[src/rtl/weight_class_counter_if.sv]
// Pixel-beat stream in, per-class count bundle out, for one digit's counter.
// The slave modport is the counter's view of the bus.
interface weight_class_counter_if #(
  parameter int NUM_CLASSES = 13,
  parameter int CNT_W       = 8
);
  logic             in_valid;
  logic             in_ready;
  logic             in_active;
  logic [3:0]       in_code;
  logic             in_last;
  logic             out_valid;
  logic             out_ready;
  logic [CNT_W-1:0] out_val [0:NUM_CLASSES-1];
  logic             out_overflow;
  logic             out_frame_err;

  modport master (
    output in_valid, in_active, in_code, in_last, out_ready,
    input  in_ready, out_valid, out_val, out_overflow, out_frame_err
  );

  modport slave (
    input  in_valid, in_active, in_code, in_last, out_ready,
    output in_ready, out_valid, out_val, out_overflow, out_frame_err
  );
endinterface

[src/rtl/weight_class_counter.sv]
// Counts active pixels per weight class over one frame, then holds the
// saturating counts plus overflow/framing flags behind a valid/ready handshake.
module weight_class_counter #(
  parameter int NUM_CLASSES = 13,
  parameter int CNT_W       = 8,
  parameter int FRAME_LEN   = 784
) (
  input  logic                   clk,
  input  logic                   rst,
  weight_class_counter_if.slave  bus
);
  // state | meaning
  // ACCUM | accepting pixel beats and counting per class
  // DONE  | frame closed, counts presented until the output handshake

  localparam int               IDX_W    = $clog2(FRAME_LEN) + 1;
  localparam logic [IDX_W-1:0] IDX_LAST = IDX_W'(FRAME_LEN - 1);
  localparam logic [4:0]       CODE_LIM = 5'(NUM_CLASSES);

  typedef enum logic [0:0] {
    ACCUM = 1'b0,
    DONE  = 1'b1
  } state_t;

  state_t           state;
  state_t           state_nxt;
  logic             ready_q;
  logic [CNT_W-1:0] cnt [0:NUM_CLASSES-1];
  logic             ovf;
  logic             err;
  logic [IDX_W-1:0] beat_idx;
  logic             beat_acc;
  logic             out_fire;
  logic             hit;

  assign beat_acc = bus.in_valid && ready_q;
  assign out_fire = (state == DONE) && bus.out_ready;
  assign hit      = beat_acc && bus.in_active && ({1'b0, bus.in_code} < CODE_LIM);

  // ready is registered from the next state so it stays low through reset
  always_ff @(posedge clk) begin
    if (rst) begin
      state   <= ACCUM;
      ready_q <= 1'b0;
    end else begin
      state   <= state_nxt;
      ready_q <= (state_nxt == ACCUM);
    end
  end

  always_comb begin
    state_nxt     = state;
    bus.out_valid = 1'b0;
    case (state)
      ACCUM: begin
        if (beat_acc && bus.in_last) state_nxt = DONE;
      end
      DONE: begin
        bus.out_valid = 1'b1;
        if (bus.out_ready) state_nxt = ACCUM;
      end
    endcase
  end

  always_ff @(posedge clk) begin
    if (rst || out_fire) begin
      for (int i = 0; i < NUM_CLASSES; i++) cnt[i] <= '0;
      ovf      <= 1'b0;
      err      <= 1'b0;
      beat_idx <= '0;
    end else if (beat_acc) begin
      for (int i = 0; i < NUM_CLASSES; i++) begin
        if (hit && (bus.in_code == 4'(i))) begin
          if (cnt[i] == '1) ovf <= 1'b1;
          else              cnt[i] <= cnt[i] + CNT_W'(1);
        end
      end
      if (beat_idx != '1) beat_idx <= beat_idx + IDX_W'(1);
      if (bus.in_last && (beat_idx != IDX_LAST)) err <= 1'b1;
    end
  end

  assign bus.in_ready      = ready_q;
  assign bus.out_val       = cnt;
  assign bus.out_overflow  = ovf;
  assign bus.out_frame_err = err;
endmodule

[src/flat_wrapper.sv]
// flat-port wrapper written by rule: the top's interface ports become plain ports
module weight_class_counter_flat 
#(
  parameter int NUM_CLASSES = 13,
  parameter int CNT_W       = 8,
  parameter int FRAME_LEN   = 784
)
  (clk, rst, bus_in_valid, bus_in_active, bus_in_code, bus_in_last, bus_out_ready, bus_in_ready, bus_out_valid, bus_out_val, bus_out_overflow, bus_out_frame_err);
  weight_class_counter_if #(.NUM_CLASSES(NUM_CLASSES), .CNT_W(CNT_W)) bus_i ();
  input  logic clk;
  input  logic rst;
  input wire logic [$bits(bus_i.in_valid)-1:0] bus_in_valid;
  input wire logic [$bits(bus_i.in_active)-1:0] bus_in_active;
  input wire logic [$bits(bus_i.in_code)-1:0] bus_in_code;
  input wire logic [$bits(bus_i.in_last)-1:0] bus_in_last;
  input wire logic [$bits(bus_i.out_ready)-1:0] bus_out_ready;
  output wire logic [$bits(bus_i.in_ready)-1:0] bus_in_ready;
  output wire logic [$bits(bus_i.out_valid)-1:0] bus_out_valid;
  output wire logic [$bits(bus_i.out_val)-1:0] bus_out_val;
  output wire logic [$bits(bus_i.out_overflow)-1:0] bus_out_overflow;
  output wire logic [$bits(bus_i.out_frame_err)-1:0] bus_out_frame_err;
  assign bus_i.in_valid = bus_in_valid;
  assign bus_i.in_active = bus_in_active;
  assign bus_i.in_code = bus_in_code;
  assign bus_i.in_last = bus_in_last;
  assign bus_i.out_ready = bus_out_ready;
  assign bus_in_ready = bus_i.in_ready;
  assign bus_out_valid = bus_i.out_valid;
  assign bus_out_val = {>>{bus_i.out_val}};
  assign bus_out_overflow = bus_i.out_overflow;
  assign bus_out_frame_err = bus_i.out_frame_err;
  weight_class_counter #(.NUM_CLASSES(NUM_CLASSES), .CNT_W(CNT_W), .FRAME_LEN(FRAME_LEN)) u_core (.clk(clk), .rst(rst), .bus(bus_i));
endmodule
[config.mk]
export PLATFORM = sky130hd
export DESIGN_NAME = weight_class_counter_flat
export DESIGN_NICKNAME = d
export VERILOG_FILES = /design/src/rtl/weight_class_counter_if.sv /design/src/rtl/weight_class_counter.sv /design/src/flat_wrapper.sv
export SDC_FILE = /design/constraint.sdc
export NUM_CORES = 1
export LEC_CHECK = 0
export CORE_MARGIN = 1
export CORE_UTILIZATION = 30
export CTS_BUF_LIST = sky130_fd_sc_hd__clkbuf_4 sky130_fd_sc_hd__clkbuf_8
export DETAILED_ROUTE_END_ITERATION = 10
export DONT_BUFFER_PORTS = 1
export GPL_ROUTABILITY_DRIVEN = 1
export SKIP_CTS_REPAIR_TIMING = 1
export SLEW_MARGIN = 10
export SYNTH_ARGS = -nofsm -noshare
export SYNTH_HDL_FRONTEND = slang
export SYNTH_SLANG_ARGS = --single-unit
export TNS_END_PERCENT = 100
[constraint.sdc]
create_clock -name clk -period 2.15 [get_ports clk]
set_clock_uncertainty 0.15 [all_clocks]
set_input_delay 0.3225 -clock clk [delete_from_list [all_inputs] [get_ports clk]]
set_output_delay 0.3225 -clock clk [all_outputs]
set_load 0.05 [all_outputs]
==> summary.txt <==
Status
  – Outcome: finished with violations
  – Failing checks: design-rule violations

Layout
  – Fillers: 1874
  – Commonest non-fill, non-tap cell in the layout: nor2_1
  – Diodes inserted: 0
  – Fraction of final layout cells with drive strength greater than 1: 20.62%
  – # nets final: 787
  – Most frequent cells in the layout: nor2_1 (122), dfxtp_1 (116), buf_4 (114)
  – Util after Layout: 39.35%
  – Synthesis-to-layout area growth: 27.44%

Placement
  – Buffers on Ports: 0
  – Routability Congestion: 0.7992
  – Setup WS pre-CTS: 0.1793 ns
  – Hpwl dp: 11230 um

STA
  – Setup_tns: 0 ns
  – Hold Vio Cnt, Final: 0
  – RSZ-0062 raised after global routing: false
  – Fmax: 499.2 MHz
  – Min cycle time layout: 2.003 ns
  – # setup viols final: 0
  – Slew headroom: 58.90%
  – Slew Viols, Final: 0
  – Fin crit share: 93.18%
  – PnR worst setup slack: 0.1467 ns
  – Tightest Pin Transition: 0.6088 ns

Die
  – Chip height: 138.7 um
  – Initial Util: 30.88%
  – Die footprint: 19230 um^2
  – # IOs: 118
  – # rows: 49
  – Chip width: 138.7 um
  – CORE AREA: 18150 um^2

Route
  – TritonRoute pass-1 iters: 8
  – DRC Markers: 8
  – WL final: 14930 um
  – Avg Vias per Cell: 4.814
  – Antenna-violating nets left: 0
  – Via Count: 4838
  – 1st-iter DRT viols: 208
  – WL per Instance: 14.86 um

Global routing
  – GRT Total Usage: 16.02%
  – Initial antenna violation count: 0
  – First-pass GRT wire length: 24170 um
  – Largest net degree at the start of global routing: 46
  – Number of global-route vias before repair: 4626
  – Remaining Overflow, GRT: 0

Power
  – Switch Pwr: 1.119 mW
  – Internal: 3.323 mW
  – Clk pwr share: 46.3%
  – Leak: 2.657 nW
  – VDD IR-drop max: 0.0003541 V
  – PwrDens: 622.0 nW/um^2
  – Seq pwr share: 50.1%
  – Total power: 4.442 mW
  – Sw Share: 25.19%
  – Combinational power share: 3.6%

Critical path
  – Critical Path Source Type: flop
  – Worst endpoint data arrival time: 2.18 ns
  – Setup CP Type: flop to flop
  – Nature of the critical path endpoint: flop
  – Setup slack, reg-to-reg: 0.15 ns
  – Crit-path max FO: 5
  – CP required: 2.33 ns

Yosys
  – Post-Syn Area: 5604 um^2
  – Ys async rst share: 0%
  – Synth Register Bits: 119
  – Cell accounting for the most synthesized area: dfxtp_1
  – Sequential-to-total area share from yosys stat: 42.51%
  – Netlist cell types: 46
  – Synth warn: 0
  – Top area cells in the synthesized netlist: dfxtp_1 (43%), xnor2_1 (8.6%), nor2_1 (8.2%), xor2_1 (6.3%), nand4_1 (3.6%)
  – Syn Area/Cell: 8.689 um^2
  – Yosys top cell area share: 42.51%
  – Top FF cell, synth: dfxtp_1
  – EDFF count, synth: 0
  – Post-Syn Instances: 645
  – Syn nets: 669

Clock network
  – Clk pin slew, worst setup/hold paths: 0.08 ns
  – Sink Count: 119
  – CTS Root Cell: clkbuf_8
  – Max clock buf depth: 2
  – Skew-Pair Late Insertion Delay: 0.45 ns
  – TritonCTS clock tree: yes
  – CTS H-Tree Depth: 4
  – Total clock buffers created by CTS: 17

Hold path
  – Worst Hold Class: input port to flop

Job
  – Max cap viols: 0
-- through the flow --
stage | cells | hold WS [ns] | cell area, um^2
floorplan | 645 | 0.2375 | 5608
global placement | 967 | 0.3076 | 6685
detailed placement | 967 | 0.3012 | 6685
CTS | 999 | -0.2014 | 7084
global route | 1005 | 0.02406 | 7142
finish | 1005 | 0.04253 | 7142
-- power groups by stage --
stage / Combinational, mW / Sequential (mW) / Clock (mW)
after detailed placement: 0.152 / 2.28 / 0
after floorplan: 0.0969 / 2.29 / 0
after CTS: 0.153 / 2.23 / 2.14
after global placement: 0.152 / 2.28 / 0
final: 0.161 / 2.23 / 2.06
after global routing: 0.176 / 2.23 / 2.21
-- sequential cells by signal, summed over array words and instances, names as in the netlist --
| signal | cells |
|---|---|
| u_core.bus.out_val | 104 |
| u_core.beat_idx | 11 |
| u_core.bus.in_ready | 1 |
| u_core.bus.out_frame_err | 1 |
| u_core.bus.out_overflow | 1 |
| u_core.state | 1 |
-- synth_stat cells (3+ instances only) --
| master | number |
|---|---|
| a2111oi_4 | 3 |
| a21oi_1 | 10 |
| a31oi_1 | 3 |
| and2_1 | 5 |
| and3_1 | 13 |
| and4_1 | 7 |
| buf_2 | 3 |
| buf_4 | 5 |
| clkbuf_1 | 13 |
| dfxtp_1 | 119 |
| ha_1 | 14 |
| inv_1 | 17 |
| mux2i_1 | 9 |
| nand2_1 | 44 |
| nand3_1 | 39 |
| nand4_1 | 32 |
| nand4b_1 | 3 |
| nor2_1 | 122 |
| nor3_1 | 22 |
| nor4_1 | 26 |
| o21ai_0 | 6 |
| or4_1 | 3 |
| xnor2_1 | 55 |
| xor2_1 | 40 |
-- path summary, 6_finish.rpt --
path,cells after the start,from,endpoint
setup / recovery,6,u_core.bus.in_ready,u_core.bus.in_ready
hold / removal,3,bus_in_code[2],u_core.bus.out_overflow
setup reg to reg,6,u_core.bus.in_ready,u_core.bus.in_ready
hold reg to reg,2,u_core.beat_idx[1],u_core.beat_idx[1]
-- layout make-up --
cell class	instances	area [um^2]	area share, %
Clock inverter	14	151.4	2.120
Inverter	17	63.81	0.8935
Clock buffer	18	247.7	3.469
Sequential cell	119	2386	33.41
Tap cell	229	286.5	4.012
Timing Repair Buffer	121	945.9	13.24
Multi-Input combinational cell	487	3060	42.85
-- worst max-delay path, stage by stage (launching register included) --
cell and delay (ns):
dfxtp_2 0.36, buf_4 0.20, and2_1 0.27, a21oi_1 0.12
a21oi_1 0.12, nor2_1 0.06, dlygate4sd3_1 0.59
-- kinds of logic (layout without fill, tap and decap cells) --
family,count (synthesis),count (layout),share of synthesized area (%)
AO/OA/AOI/OAI,40,40,6.095
buffers and inverters,39,170,3.014
XOR/XNOR,95,95,14.85
multiplexers,10,10,1.808
adder cells (fa/ha/maj),14,14,3.126
flip-flops,119,119,42.51
AND/OR/NAND/NOR,328,328,28.60
-- per-layer routing --
layer | global-route usage [%] | share of wire, %
met4 | 5.789 | 1.4
met5 | 0 | 0
met3 | 5.801 | 6.7
met2 | 26.45 | 47
met1 | 19.13 | 45
Note: power is estimated with default switching activity, not from simulation.
